<file path="src/rtl/alu_cmd_executor.sv">
// alu_cmd_executor: ALU command execution unit with iterative shift-add multiply.
// Optional macro ALU_MUL_HI_EN adds result_hi (upper half of the full MUL product).
module alu_cmd_executor #(
  parameter int WIDTH   = 16,
  parameter int SHAMT_W = 4
) (
  input  logic             clk,
  input  logic             rst_n,
  input  logic             in_valid,
  output logic             in_ready,
  input  logic [3:0]       alu_cmd,
  input  logic [WIDTH-1:0] a,
  input  logic [WIDTH-1:0] b,
  output logic             out_valid,
  input  logic             out_ready,
  output logic [WIDTH-1:0] result,
`ifdef ALU_MUL_HI_EN
  output logic [WIDTH-1:0] result_hi,
`endif
  output logic             zero,
  output logic             busy
);
`ifdef ALU_MUL_HI_EN
  localparam int PW = 2 * WIDTH;
`else
  localparam int PW = WIDTH;
`endif
  localparam int CW = $clog2(WIDTH + 1);
  typedef enum logic [1:0] {IDLE, MUL, HOLD} state_t;
  state_t state, state_n;
  logic [PW-1:0] mcand, prod;
  logic [WIDTH-1:0] mplier, alu_res;
  logic [CW-1:0] count;
  logic [SHAMT_W-1:0] sh;
  logic accept, is_mul, pending, load_mul;
  assign sh       = b[SHAMT_W-1:0];
  assign is_mul   = alu_cmd == 4'b1000;
  assign pending  = out_valid && !out_ready;
  assign in_ready = state == IDLE && !pending;
  assign accept   = in_valid && in_ready;
  assign busy     = state == MUL;
  // A finished product loads once the output slot is free: directly from MUL, or from HOLD the cycle after the drain
  assign load_mul = (state == MUL && count == '0 && !pending) || (state == HOLD && !out_valid);
  // Single-cycle ALU result; unused codes fall back to ADD so the result is never undefined
  always_comb begin
    alu_res = a + b;
    case (alu_cmd)
      4'b0001: alu_res = a - b;
      4'b0010: alu_res = a & b;
      4'b0011: alu_res = a | b;
      4'b0100: alu_res = WIDTH'($signed(a) < $signed(b));
      4'b0101: alu_res = a << sh;
      4'b0110: alu_res = a >> sh;
      4'b0111: alu_res = $unsigned($signed(a) >>> sh);
      default: alu_res = a + b;
    endcase
  end
  // Next-state logic: MUL runs until the counter empties, parking in HOLD if the previous result is still unread
  always_comb begin
    state_n = state;
    case (state)
      IDLE:    if (accept && is_mul) state_n = MUL;
      MUL:     if (count == '0) state_n = pending ? HOLD : IDLE;
      HOLD:    if (!out_valid) state_n = IDLE;
      default: state_n = IDLE;
    endcase
  end
  // State register
  always_ff @(posedge clk or negedge rst_n)
    if (!rst_n) state <= IDLE;
    else state <= state_n;
  // Multiplier datapath and registered output slot
  always_ff @(posedge clk or negedge rst_n) begin
    if (!rst_n) begin
      mcand     <= '0;
      mplier    <= '0;
      prod      <= '0;
      count     <= '0;
      result    <= '0;
      zero      <= 1'b1;
      out_valid <= 1'b0;
`ifdef ALU_MUL_HI_EN
      result_hi <= '0;
`endif
    end else begin
      if (accept) begin
        mcand  <= PW'(a);
        mplier <= b;
        prod   <= '0;
        count  <= CW'(WIDTH);
      end else if (state == MUL && count != '0) begin
        if (mplier[0]) prod <= prod + mcand;
        mcand  <= mcand << 1;
        mplier <= mplier >> 1;
        count  <= count - 1'b1;
      end
      if (accept && !is_mul) begin
        result    <= alu_res;
        zero      <= alu_res == '0;
        out_valid <= 1'b1;
`ifdef ALU_MUL_HI_EN
        result_hi <= '0;
`endif
      end else if (load_mul) begin
        result    <= prod[WIDTH-1:0];
        zero      <= prod == '0;
        out_valid <= 1'b1;
`ifdef ALU_MUL_HI_EN
        result_hi <= prod[PW-1:WIDTH];
`endif
      end else if (out_valid && out_ready) begin
        out_valid <= 1'b0;
      end
    end
  end
endmodule

</file>
<file path="config.mk">
export PLATFORM = sky130hd
export DESIGN_NAME = alu_cmd_executor
export DESIGN_NICKNAME = d
export VERILOG_FILES = /design/src/rtl/alu_cmd_executor.sv
export SDC_FILE = /design/constraint.sdc
export NUM_CORES = 1
export LEC_CHECK = 0
export CAP_MARGIN = 20
export CORE_AREA = 2 2 130 132
export DETAILED_ROUTE_END_ITERATION = 10
export DIE_AREA = 0 0 132 134
export GPL_ROUTABILITY_DRIVEN = 0
export PLACE_DENSITY = 0.73
export SLEW_MARGIN = 20
export SYNTH_ARGS = -nofsm -noshare
export SYNTH_HDL_FRONTEND = slang
export SYNTH_SLANG_ARGS = --single-unit
</file>
<file path="constraint.sdc">
create_clock -name clk -period 4.2 [get_ports clk]
set_input_delay 1.26 -clock clk [delete_from_list [all_inputs] [get_ports clk]]
set_output_delay 1.26 -clock clk [all_outputs]
set_load 0.02 [all_outputs]
</file>
==> flow_summary.toml <==
[outcome]
outcome = "completed"

[logic_synthesis]
synth_edf_count = 0
yosys_register_bits = 73
synth_ff_type = "dfrtp_1"
ys_async_sr_fraction_pct = 100.0
synth_cell_type_count = 86
ys_seq_area_share_pct = 23.49
syn_nets = 1080
syn-cell-area_mm2 = 0.007782
synth_cells = 971
avgSynthCellArea_um2 = 8.015
yosysWarnings = 0

[pwr]
power_w = 0.004930
leakage_nw = 4.789
p_per_area_mw_per_mm2 = 474.2
ir_worst_vdd_v = 0.0004971

[finish]
fin_util_pct = 63.81
syn_to_final_growth_pct = 33.57
final_area_mm2 = 0.01040
n_fill_cell = 1378
nNetsFinal = 1287
fin_cells = 1402
final_common_cell = "buf_4"
layout_common_cells = "buf_4 (201), nand2_1 (125), nor2_1 (100), dfrtp_1 (72), ha_1 (59)"
diodes = 0
final_layout_size_suffix_gt1_share_pct = 26.40

[setup_path]
required_ps = 4430
arrival_ps = 4410
critPathBufInv = 4
path_class = "input port to register"
cp_cell_sequence = "clkdlybuf4s50_1, inv_1, ha_1, nor3_1, o21ai_2, nand4_2, a311oi_4, buf_4, buf_4, o21ai_1, a211o_1, a31oi_1, or4_4, o41ai_2"
worst_path_largest_cell_delay_ps = 550
crit_slowest_cell = "or4_4"
critPathCaptureType = "register"
start_kind = "input port"
crit_fanout = 3
cpMostUsedCell = "buf_4"
path_delay_family = "simple AND/OR/NAND/NOR gates"

[floorplan]
core_mm2 = 0.01629
die_w_um = 132
dieHeight_um = 134
die-area_mm2 = 0.01769
initial_utilization_pct = 47.78
num_rows = 47
ioPinCount = 60

[cts]
cts.clk_slew.worst_paths_ps = 60
hold_buffers = 0
cts_max_level = 3
clk_root_buffer_cell = "clkbuf_16"
numClockSinks = 73
cts_max_path_buffers = 2
cts_tree = "yes"
clock_latency_ps = 340
cts_buffers = 9

[place]
dp.final_hpwl_um = 21890
portBuffers = 59
dpl.cell_count = 1382
place_area_mm2 = 0.009856

[global_route]
grt_pass1_vias = 7986
antenna_found_initial = 0
grt_usage_pct = 31.21
grt_overflow = 0
grt_start_max_net_pins = 80
grt_pass1_wl_um = 43580

[routing]
post_drt_wl_per_cell_um = 20.10
routed_wl_um = 28190
ant_nets = 0
first_pass_iters = 6
vias = 8663
vias_per_cell = 6.179
drt_iter0_markers = 903
drc = 0

[sta]
relSlewSlack_pct = 40.09
period_needed_ps = 4173
setup_viol = 0
final_hold_viol_count = 0
maxSlewViolCount = 0
worstMarginPinSlew_ps = 898.7
period_share_pct = 99.35
clock_skew_ps = 12.95
clock.fmax_mhz = 239.7

[run]
cap_viol_max_count = 0

[min_path]
min_path_type = "register to register"
[state kept, by name (all words and copies together), names as in the netlist]
name	flops
mcand	16
mplier	16
prod	16
result	16
count	5
state	2
out_valid	1
zero	1
[synth_stat cells (9+ instances only)]
cell      count  area (µm²)
a211oi_1     21       157.7
a21o_1       15       112.6
a21oi_1      44       220.2
a31oi_1      40       250.2
buf_2        11       55.05
clkbuf_1     46       172.7
dfrtp_1      72        1802
ha_1         66       825.8
inv_1        55       206.5
mux2_2       17       191.4
mux2i_1      20       200.2
mux4_2       17       382.9
nand2_1     126       473.0
nand3_1      26       130.1
nor2_1      103       386.6
nor2b_1      10       62.56
nor3_1       16       80.08
nor4_1       11       68.82
o21a_1        9       67.56
o21ai_0      59       295.3
o31ai_1       9       67.56
xnor2_1      14       122.6
[worst reg2reg max path, stage by stage, from the launching register on]
cell and delay, ps:
dfrtp_1 430, ha_1 230, inv_1 60, fa_1 390, nor2b_1 150, o21ai_0 130, a21boi_0 280, o21ai_0 150
a21oi_1 220, o2111ai_1 210, a311oi_1 340, nor4_1 90, or3b_2 450
[layout make-up]
type                    instances  area (µm²)  area share (%)
multi-input cells             775        5639           54.25
repair buffers                262        2142           20.61
flip-flops and latches         73        1828           17.59
well taps                     220       275.3           2.648
clock buffers                  11       242.7           2.335
inverters                      57       214.0           2.058
clock inverters                 4       53.80          0.5176
[timing repair]
| action | CTS | global route |
|---|---|---|
| gates resized for setup | 5 | 38 |
| pin swaps | 2 | 20 |
| cloned | 0 | 0 |
| buffers inserted | 0 | 5 |
| endpoints found under the setup margin | 1 | 6 |
[power by group]
group	switching [W]	leakage, nW	internal [W]
logic	0.00154	3.77	0.00125
registers	0.000333	0.882	0.00105
clock network	0.000288	0.138	0.000474
total	0.00216	4.79	0.00277
[worst paths after layout]
kind	from	endpoint	slack, ps	depth (start not counted)
worst max-delay path	b[5]	zero	30	14
worst min-delay path	mplier[15]	mplier[15]	500	2
worst max register to register	prod[0]	prod[14]	930	12
worst min register to register	mplier[15]	mplier[15]	500	2
max in group asynchronous	rst_n	mcand[15]	2560	1
min in group asynchronous	rst_n	count[0]	1040	1
[metrics by stage]
stage	hold slack, ps	TNS (ps)	setup slack (ps)
2_1_floorplan	449.7	0	41.47
3_3_place_gp	482.5	-1448	-400.9
3_5_place_dp	476.9	-1840	-484.9
4_1_cts	504.7	0	3.802
5_1_grt	541.3	-72.48	-72.48
6_report	504.6	0	27.49
[metal layers]
layer	routed length, µm	vias to the layer above	global-route usage [%]
met4	1143	0	11.11
met2	12850	512	50.38
met3	2865	94	4.271
met1	11330	4086	43.00
li1	-	3971	-
met5	0	-	0
[cells by family (layout without fill, tap and decap cells)]
logic type | after synthesis | in the layout | synth area share, %
xor+xnor | 20 | 20 | 2.251
flops | 73 | 73 | 23.49
mux | 54 | 54 | 9.952
fa+ha+maj | 69 | 69 | 11.38
simple gates | 351 | 351 | 21.35
buf+inv | 123 | 334 | 6.543
compound gates | 281 | 281 | 25.03
Note: power is estimated with default switching activity, not from simulation.
